### src/rtl/debug_uart_rx_pkg.sv
// Shared types and constants for the debug UART receiver.
// Exports the FSM state encoding, synchroniser depth and 8N1 frame geometry.
package debug_uart_pkg;

    typedef enum logic [1:0] {
        IDLE  = 2'd0,
        START = 2'd1,
        DATA  = 2'd2,
        STOP  = 2'd3
    } rx_state_t;

    localparam int DEF_TICKS_PER_BIT = 1200;
    localparam int DEF_DATA_BITS     = 8;
    localparam int HALF_BIT          = DEF_TICKS_PER_BIT / 2;
    localparam int SYNC_STAGES       = 2;

    // start + data + stop
    localparam int FRAME_BITS = 1 + DEF_DATA_BITS + 1;

    function automatic int half_bit(input int ticks_per_bit);
        return ticks_per_bit / 2;
    endfunction

endpackage

### src/rtl/debug_uart_rx_if.sv
// Byte-stream handshake between the UART receiver and the command parser.
// The receiver drives through the master modport; the parser uses the slave modport.
interface debug_uart_rx_if
    import debug_uart_pkg::*;
#(
    parameter int DATA_BITS = DEF_DATA_BITS
);
    logic [DATA_BITS-1:0] data_out;
    logic                 data_valid;
    logic                 data_ready;
    logic                 framing_error;
    logic                 overrun_error;
    logic                 busy;

    modport master (
        output data_out,
        output data_valid,
        output framing_error,
        output overrun_error,
        output busy,
        input  data_ready
    );

    modport slave (
        input  data_out,
        input  data_valid,
        input  framing_error,
        input  overrun_error,
        input  busy,
        output data_ready
    );
endinterface

### src/rtl/debug_uart_rx_sync.sv
// Two-stage synchroniser for the raw serial line, with a registered previous value for edge detection.
// rx_prev is held low until the chain holds real samples, so a line low at reset release is not an edge.
module rx_synchronizer
    import debug_uart_pkg::*;
(
    input  logic clk_in,
    input  logic reset,
    input  logic rx_in,
    output logic rx_s,
    output logic rx_prev
);
    logic [SYNC_STAGES-1:0] sync_q;
    logic [1:0]             fill;

    always_ff @(posedge clk_in or negedge reset) begin
        if (!reset) begin
            sync_q  <= '1;
            fill    <= 2'd0;
            rx_prev <= 1'b0;
        end else begin
            sync_q <= {sync_q[SYNC_STAGES-2:0], rx_in};
            if (fill != 2'(SYNC_STAGES)) begin
                fill <= fill + 2'd1;
            end else begin
                rx_prev <= rx_s;
            end
        end
    end

    assign rx_s = sync_q[SYNC_STAGES-1];

endmodule

### src/rtl/debug_uart_rx.sv
// 8N1 UART receiver feeding the debugger command parser over a valid/ready handshake.
// Samples each bit at its midpoint using a tick counter; errors are reported as one-cycle pulses.
module debug_uart_rx
    import debug_uart_pkg::*;
#(
    parameter int TICKS_PER_BIT = DEF_TICKS_PER_BIT,
    parameter int TICKS_WIDTH   = 12,
    parameter int DATA_BITS     = DEF_DATA_BITS
)(
    input  logic            clk_in,
    input  logic            reset,
    input  logic            rx_in,
    debug_uart_rx_if.master bus
);
    localparam int IDX_W = (DATA_BITS > 1) ? $clog2(DATA_BITS) : 1;

    localparam logic [1:0] ST_IDLE  = IDLE;
    localparam logic [1:0] ST_START = START;
    localparam logic [1:0] ST_DATA  = DATA;
    localparam logic [1:0] ST_STOP  = STOP;

    localparam logic [TICKS_WIDTH-1:0] CNT_HALF_END = TICKS_WIDTH'(half_bit(TICKS_PER_BIT) - 1);
    localparam logic [TICKS_WIDTH-1:0] CNT_BIT_END  = TICKS_WIDTH'(TICKS_PER_BIT - 1);
    localparam logic [IDX_W-1:0]       IDX_LAST     = IDX_W'(DATA_BITS - 1);

    logic                   rx_s;
    logic                   rx_prev;
    logic                   fall;
    logic [1:0]             state;
    logic [TICKS_WIDTH-1:0] cnt;
    logic [IDX_W-1:0]       bit_idx;
    logic [DATA_BITS-1:0]   shift_reg;
    logic [DATA_BITS-1:0]   data_q;
    logic                   valid_q;
    logic                   fe_q;
    logic                   oe_q;

    rx_synchronizer u_sync (
        .clk_in  (clk_in),
        .reset   (reset),
        .rx_in   (rx_in),
        .rx_s    (rx_s),
        .rx_prev (rx_prev)
    );

    assign fall = rx_prev & ~rx_s;

    always_ff @(posedge clk_in or negedge reset) begin
        if (!reset) begin
            state     <= ST_IDLE;
            cnt       <= '0;
            bit_idx   <= '0;
            shift_reg <= '0;
            data_q    <= '0;
            valid_q   <= 1'b0;
            fe_q      <= 1'b0;
            oe_q      <= 1'b0;
        end else begin
            fe_q <= 1'b0;
            oe_q <= 1'b0;
            if (valid_q && bus.data_ready) begin
                valid_q <= 1'b0;
            end
            case (state)
                ST_IDLE: begin
                    cnt <= '0;
                    if (fall) begin
                        state <= ST_START;
                    end
                end
                ST_START: begin
                    if (cnt == CNT_HALF_END) begin
                        cnt     <= '0;
                        bit_idx <= '0;
                        state   <= rx_s ? ST_IDLE : ST_DATA;
                    end else begin
                        cnt <= cnt + 1'b1;
                    end
                end
                ST_DATA: begin
                    if (cnt == CNT_BIT_END) begin
                        cnt                <= '0;
                        shift_reg[bit_idx] <= rx_s;
                        if (bit_idx == IDX_LAST) begin
                            state <= ST_STOP;
                        end else begin
                            bit_idx <= bit_idx + 1'b1;
                        end
                    end else begin
                        cnt <= cnt + 1'b1;
                    end
                end
                default: begin
                    // Leave at mid-stop-bit so a start bit half a bit later is still caught.
                    if (cnt == CNT_BIT_END) begin
                        cnt   <= '0;
                        state <= ST_IDLE;
                        if (!rx_s) begin
                            fe_q <= 1'b1;
                        end else if (!valid_q || bus.data_ready) begin
                            data_q  <= shift_reg;
                            valid_q <= 1'b1;
                        end else begin
                            oe_q <= 1'b1;
                        end
                    end else begin
                        cnt <= cnt + 1'b1;
                    end
                end
            endcase
        end
    end

    assign bus.data_out      = data_q;
    assign bus.data_valid    = valid_q;
    assign bus.framing_error = fe_q;
    assign bus.overrun_error = oe_q;
    assign bus.busy          = (state != ST_IDLE);

endmodule

### src/flat_wrapper.sv
// flat-port wrapper written by rule: the top's interface ports become plain ports
module debug_uart_rx_flat import debug_uart_pkg::*;
#(
    parameter int TICKS_PER_BIT = DEF_TICKS_PER_BIT,
    parameter int TICKS_WIDTH   = 12,
    parameter int DATA_BITS     = DEF_DATA_BITS
)
  (clk_in, reset, rx_in, bus_data_out, bus_data_valid, bus_framing_error, bus_overrun_error, bus_busy, bus_data_ready);
  debug_uart_rx_if #(.DATA_BITS(DATA_BITS)) bus_i ();
  input  logic clk_in;
  input  logic reset;
  input  logic rx_in;
  output wire logic [$bits(bus_i.data_out)-1:0] bus_data_out;
  output wire logic [$bits(bus_i.data_valid)-1:0] bus_data_valid;
  output wire logic [$bits(bus_i.framing_error)-1:0] bus_framing_error;
  output wire logic [$bits(bus_i.overrun_error)-1:0] bus_overrun_error;
  output wire logic [$bits(bus_i.busy)-1:0] bus_busy;
  input wire logic [$bits(bus_i.data_ready)-1:0] bus_data_ready;
  assign bus_data_out = bus_i.data_out;
  assign bus_data_valid = bus_i.data_valid;
  assign bus_framing_error = bus_i.framing_error;
  assign bus_overrun_error = bus_i.overrun_error;
  assign bus_busy = bus_i.busy;
  assign bus_i.data_ready = bus_data_ready;
  debug_uart_rx #(.TICKS_PER_BIT(TICKS_PER_BIT), .TICKS_WIDTH(TICKS_WIDTH), .DATA_BITS(DATA_BITS)) u_core (.clk_in(clk_in), .reset(reset), .rx_in(rx_in), .bus(bus_i));
endmodule
### config.mk
export PLATFORM = sky130hd
export DESIGN_NAME = debug_uart_rx_flat
export DESIGN_NICKNAME = d
export VERILOG_FILES = /design/src/rtl/debug_uart_rx_pkg.sv /design/src/rtl/debug_uart_rx_if.sv /design/src/rtl/debug_uart_rx_sync.sv /design/src/rtl/debug_uart_rx.sv /design/src/flat_wrapper.sv
export SDC_FILE = /design/constraint.sdc
export NUM_CORES = 1
export LEC_CHECK = 0
export CAP_MARGIN = 20
export CORE_UTILIZATION = 50
export CTS_CLUSTER_DIAMETER = 100
export CTS_CLUSTER_SIZE = 12
export DETAILED_ROUTE_END_ITERATION = 8
export GPL_TIMING_DRIVEN = 0
export PLACE_DENSITY = 0.8
export SYNTH_ARGS = -nofsm -noshare
export SYNTH_HDL_FRONTEND = slang
export SYNTH_SLANG_ARGS = --single-unit
export TNS_END_PERCENT = 1
### constraint.sdc
create_clock -name clk_in -period 4.6 [get_ports clk_in]
set_clock_uncertainty 0.2 [all_clocks]
set_input_delay 0.46 -clock clk_in [delete_from_list [all_inputs] [get_ports clk_in]]
set_output_delay 0.46 -clock clk_in [all_outputs]
set_load 0.03 [all_outputs]
==> metrics, run 1 <==
largest net degree at the start of global routing=42; Clock Path Buffers=2; Design Area, Final=2250 um2; Tot Pwr=0.000851 W; DPL Wire Length=2350 um; part of the Yosys area used for sequential elements=53.6%; fmax=0.415 GHz; DRT iter0 DRCs=51; Port Buf Inserts=15; Detail Route Antenna Nets=0; GRT Resource Usage Total=19.2%; Rows=22; top cells by area, synth=dfrtp_1, mux2_2, nor2_1; CTS tree=yes; postcts setup bufs=0; clock root cell=clkbuf_8; die height=64.0 um; GRT met3 Usage=5.54%; Tmin final=2.41 ns; Mapped Nets=170; Worst EP arrival=1.75 ns; synthesized area=1920 um2; total gr overflow=0; max_slew headroom=41.1%; leak pwr=1.00 nW; via count=1298; library cells used by synthesis=37; first-pass GRT wire length=5780 um; Via density=5.57; Seq cells post-synth=41; GPL Wtd Cong=0.839; required time worst endpoint=3.94 ns; met2 Resource Use GR=28.7%; router iterations before antenna repair=4; critical path fanouts, max=8; hold_buf cts=0; Initial Utilization=52.5%; max-slew violations=0; I/O pin total=16; post_cts resized=0; Mean Syn Cell Area=11.9 um2; clk sink count=41; die span in x=64.0 um; met1 Use GR=25.0%; drt drc=0; Die ar.=4090 um2; Ant. Diodes=0; Final nets=192; Final Hold Fails=0; Setup Viol. Count Final=0; H-tree depth=2; Layout area overhead=16.9%; top-area cell type share of the netlist area=50.8%; FF/Latch Area=1030 um2; Ys Warns=0; clock buffer count from CTS=5; Worst Tran Pin Value=0.883 ns; Max Cap Viol=0; GRT busiest layer=met2; Final period util=52.3%; status=complete, no violations; placed instance area=2130 um2; unrepaired setup endpoints after global routing=false; CP Class=flip-flop to output port; PD cells=379 nW/um2; CTS clock-pin slew for the worst setup and hold paths=0.08 ns; HP Class=input pin to asynchronous set/reset pin; clock latency at the later pin of the worst-skew pair=0.29 ns; vias in the first global route=1259; Largest register FFs=12; WL final=3400 um; Synth area leader=dfrtp_1; area of the core=3660 um2; Worst Setup Start Kind=flip-flop; share of cells above drive strength 1=21.6%; wire per inst=14.6 um; Multi-input gate area=822 um2; maximum VDD drop=216 uV; antenna violations before repair=0; Fill cells=277; Crit. End Element=output port; Sum Neg Setup Slack=0 ns; Cells after Synth=162
==> critical path: stages (launching register included) <==
cell and delay [ns]:
dfrtp_1 0.49, inv_1 0.19, nand2_1 0.12, clkdlybuf4s50_1 0.67
==> synthesized netlist by cell type, drive strengths merged <==
| cell type | instances |
|---|---|
| nor3 | 7 |
| clkbuf | 1 |
| and3 | 2 |
| inv | 4 |
| a311oi | 1 |
| ha | 4 |
| nand2 | 9 |
| a21oi | 3 |
| dfrtp | 39 |
| nor4bb | 1 |
| a221o | 2 |
| dfstp | 2 |
| o21ai | 1 |
| xnor2 | 6 |
| nor4 | 7 |
| o41ai | 1 |
| a22oi | 1 |
| mux2i | 1 |
| nor2 | 19 |
| buf | 6 |
| o311a | 2 |
| a21o | 1 |
| nand2b | 3 |
| nand4 | 6 |
| xor2 | 5 |
| nor2b | 1 |
| nor4b | 3 |
| mux2 | 18 |
| nand3 | 4 |
| and4 | 2 |
==> cells in the final DEF (no fill, tap or decap), types with 2 or more instances in the layout <==
master,netlist,final
buf_6,3,3
xor2_1,5,5
nand3_1,3,3
dfstp_2,2,2
a21oi_1,3,3
inv_1,4,4
clkdlybuf4s50_1,0,14
nor4b_1,2,2
xnor2_1,6,6
dfrtp_1,39,39
ha_1,4,4
nand4_1,5,5
nor2_1,19,19
nand2b_1,3,3
nand2_1,9,9
nor3_1,7,7
clkbuf_8,0,6
a221o_1,2,2
mux2_2,18,18
buf_2,2,3
o311a_1,2,2
nor4_1,7,7
==> path summary, 6_finish.rpt <==
check	from	endpoint	slack (ns)	cells past startpoint
worst max register to register	u_core.bit_idx[0]$_DFFE_PN0P_	u_core.bit_idx[2]$_DFFE_PN0P_	2.26	6
max in group asynchronous	reset	u_core.cnt[5]$_DFF_PN0_	3.56	1
worst max-delay path	u_core.state[0]$_DFFE_PN0P_	bus_busy	2.19	3
min in group clk_in	u_core.u_sync.sync_q[0]$_DFF_PN1_	u_core.u_sync.sync_q[1]$_DFF_PN1_	0.16	0
worst min-delay path	reset	u_core.bus.overrun_error$_DFF_PN0_	0.08	1
worst min register to register	u_core.u_sync.sync_q[0]$_DFF_PN1_	u_core.u_sync.sync_q[1]$_DFF_PN1_	0.16	0
==> report_power, final <==
part           switching (W)  internal (W)
Combinational      0.0000915     0.0000518
Clock               0.000121      0.000176
Sequential         0.0000264      0.000384
==> routing by layer <==
| layer | vias up | wire length, um |
|---|---|---|
| li1 | 625 | - |
| met1 | 634 | 1590 |
| met2 | 35 | 1600 |
| met3 | 4 | 148 |
| met4 | 0 | 65 |
| met5 | - | 0 |
==> metrics by stage <==
step                hold slack [ns]  instances  setup slack [ns]  util (%)
finish                       0.0838        233              2.19      61.3
global route                  0.149        233              2.12      61.3
CTS                           0.107        233              2.20      61.3
detailed placement            0.155        225              2.30      58.1
global placement              0.147        225              1.95      58.2
floorplan                   -0.0356        162              2.52         -
==> final cells by class <==
type,instances,share of cell area (%)
sequential,41,45.8
multi-input combinational,110,36.6
timing repair buffer,15,6.46
clock buffer,6,3.68
tap,48,2.67
buffer,7,2.45
clock inverter,2,1.67
inverter,4,0.669
==> logic make-up (layout without fill, tap and decap cells) <==
logic type / after synthesis / count (layout) / share of synthesized area (%)
and+or+nand+nor: 64 / 64 / 19.3
AOI/OAI and AO/OA: 12 / 12 / 4.82
xor gates and xnor gates: 11 / 11 / 5.02
muxes: 19 / 19 / 11.1
buffers and inverters: 11 / 34 / 3.65
DFF: 41 / 41 / 53.6
adders and majority gates: 4 / 4 / 2.61
No activity file was read; power rests on OpenSTA's default activity.
==> run 2: changes to the inputs <==
--- a/config.mk
+++ b/config.mk
@@ -11,7 +11,7 @@
 export CTS_CLUSTER_SIZE = 12
 export DETAILED_ROUTE_END_ITERATION = 8
 export GPL_TIMING_DRIVEN = 0
-export PLACE_DENSITY = 0.8
+export PLACE_DENSITY = 0.83
 export SYNTH_ARGS = -nofsm -noshare
 export SYNTH_HDL_FRONTEND = slang
 export SYNTH_SLANG_ARGS = --single-unit
==> constraint.sdc (replaced) <==
create_clock -name clk_in -period 1.9 [get_ports clk_in]
set_clock_uncertainty 0.2 [all_clocks]
set_input_delay 0.19 -clock clk_in [delete_from_list [all_inputs] [get_ports clk_in]]
set_output_delay 0.19 -clock clk_in [all_outputs]
set_load 0.03 [all_outputs]
==> metrics, run 2 (synthesized netlist as in run 1, its figures left out) <==
R2R setup slack=-0.24 ns (-2.50 ns); area of the core=3660 um2 (unchanged); router iterations before antenna repair=4 (unchanged); Hold Crit Depth=1; delay-heaviest family, CP=simple AND/OR/NAND/NOR gates; die span in x=64.0 um (unchanged); Tmin final=2.14 ns; Post-Layout Cell Count=243 (+4.3%); failing checks=setup timing; Worst EP arrival=2.12 ns (+0.37 ns); Fill cells=246 (-11%); Hold Path Sink=u_core.u_sync.sync_q[0]$_DFF_PN1_; Crit. End Element=flip-flop; met1 Use GR=28.7% (+3.7 points); WL final=4290 um (+26%); CTS clock-pin slew for the worst setup and hold paths=0.07 ns (about the same); met2 Resource Use GR=35.2% (+6.5 points); I/O pin total=16 (unchanged); HP Class=input pin to flip-flop; RR Endpoint=u_core.shift_reg[0]$_DFFE_PN0P_; Worst path slowest cell=dfrtp_1; Max Cap Viol=0 (unchanged); Port Buf Inserts=15 (unchanged); Layout area overhead=30.9%; H-tree depth=2 (unchanged); CP Class=flip-flop to flip-flop; GRT met3 Usage=5.54% (unchanged); Final period util=112%; Final nets=202 (+5.2%); share of cells above drive strength 1=33.3% (+12 points); fmax=0.468 GHz; Design Area, Final=2510 um2 (+12%); Ant. Diodes=0 (unchanged); Worst Setup Start Kind=flip-flop; via count=1449 (+12%); antenna violations before repair=0 (unchanged); max_slew headroom=41.4% (+0.29 points); total gr overflow=0 (unchanged); largest net degree at the start of global routing=42 (unchanged); Rows=22 (unchanged); wire per inst=17.6 um (+21%); Largest register FFs=12 (unchanged); status=finished with violations; clock root cell=clkbuf_8; Setup Viol. Count Final=31 (+31); GPL Wtd Cong=0.798 (-4.9%); Tot Pwr=0.00202 W (+140%); leading cell type in the layout, fill and taps excluded=dfrtp_1; Final Hold Fails=0 (unchanged); clk sink count=41 (unchanged); leak pwr=1.10 nW (+9.7%); PD cells=803 nW/um2 (+110%); max-slew violations=0 (unchanged); CTS tree=yes; GRT busiest layer=met2; drt drc=0 (unchanged); commonest cells after routing, fill and taps aside=dfrtp_1, nor2_1, clkdlybuf4s50_1; critical path fanouts, max=7 (-1); clock latency at the later pin of the worst-skew pair=0.30 ns (about the same); maximum VDD drop=536 uV (+150%); critical path's largest stage delay=0.38 ns (-0.29 ns); r2r worst-path depth=6 (unchanged); first-pass GRT wire length=6840 um (+18%); Final WS setup=-0.236 ns (-2.43 ns); placed instance area=2170 um2 (+2.1%); clock buffer count from CTS=5 (unchanged); unrepaired setup endpoints after global routing=true; Worst Tran Pin Value=0.878 ns (-0.00441 ns); Detail Route Antenna Nets=0 (unchanged); Die ar.=4090 um2 (unchanged); cells along the critical path=buf_6 > nor4b_4 > nand4_4 > buf_6 > nor4b_4 > mux2_4; Via density=5.96 (+7.0%); FF/Latch Area=1030 um2 (+0.24%); worst r2r src=u_core.cnt[4]$_DFF_PN0_; Multi-input gate area=1030 um2 (+26%); vias in the first global route=1440 (+14%); hold_sp=rx_in; worst path bufs/invs=2 (unchanged); Clock Path Buffers=2 (unchanged); required time worst endpoint=1.88 ns (-2.06 ns); DPL Wire Length=2430 um (+3.4%); die height=64.0 um (unchanged); placed instance count=225 (unchanged); GRT Resource Usage Total=22.2% (+3.0 points); Initial Utilization=52.5% (unchanged); DRT iter0 DRCs=85 (+67%)
## run 2: cell count changes in the layout (fill, tap and decap cells not counted), sizes merged
cell / previous run / this run
clkbuf: 7 / 10
dlygate4sd3: 0 / 1
clkinvlp: 1 / 0
clkdlybuf4s50: 14 / 13
buf: 7 / 16
bufinv: 1 / 0
## run 2: layer usage
| layer | share of wire, % | routed length (um) | vias to the layer above |
|---|---|---|---|
| li1 | - | - | 645 |
| met1 | 43 | 1840 | 738 |
| met4 | 2.0 | 85 | 0 |
| met2 | 50 | 2160 | 55 |
| met5 | 0 | 0 | - |
| met3 | 4.7 | 201 | 11 |
## run 2: stage by stage
stage	hold slack, ns	setup slack (ns)	setup TNS [ns]	util (%)
final	0.0983	-0.236	-5.25	68.7
after global routing	0.107	-0.314	-7.60	68.7
after CTS	0.0885	-0.243	-4.88	67.1
after detailed placement	0.153	-0.290	-6.07	59.3
after global placement	0.147	-0.466	-22.78	59.4
after floorplan	-0.306	-0.0489	-0.243	-
## run 2: what timing repair did
item,in CTS,in global routing
hold endpoints to repair,39,0
endpoints found under the setup margin,32,35
buffers inserted,6,3
gates resized for setup,29,9
pin swaps,6,4
hold buffers,1,0
## run 2: worst max path at each step
stage | start | endpoint | slack (ns) | cells after the start
after detailed placement | u_core.cnt[7]$_DFF_PN0_ | u_core.state[0]$_DFFE_PN0P_ | -0.29 | 5
after global routing | u_core.cnt[0]$_DFF_PN0_ | u_core.shift_reg[7]$_DFFE_PN0P_ | -0.31 | 8
after global placement | reset | u_core.u_sync.fill[1]$_DFFE_PN0P_ | -0.47 | 1
after CTS | u_core.cnt[4]$_DFF_PN0_ | u_core.shift_reg[2]$_DFFE_PN0P_ | -0.24 | 6
after floorplan | u_core.cnt[6]$_DFF_PN0_ | u_core.bit_idx[1]$_DFFE_PN0P_ | -0.05 | 5
final | u_core.cnt[4]$_DFF_PN0_ | u_core.shift_reg[0]$_DFFE_PN0P_ | -0.24 | 6
## run 2: layout make-up
class                      count  share of cell area (%)
buffer                         7                    2.19
clock buffer                   8                    3.58
inverter                       4                   0.597
multi-input combinational    110                    41.1
sequential                    41                    41.0
tap                           48                    2.39
timing repair buffer          25                    9.10
## run 2: power by group
part | internal (W) | switching, W
sequential | 0.000929 | 0.0000788
combinational | 0.000152 | 0.000277
clock | 0.000296 | 0.000287
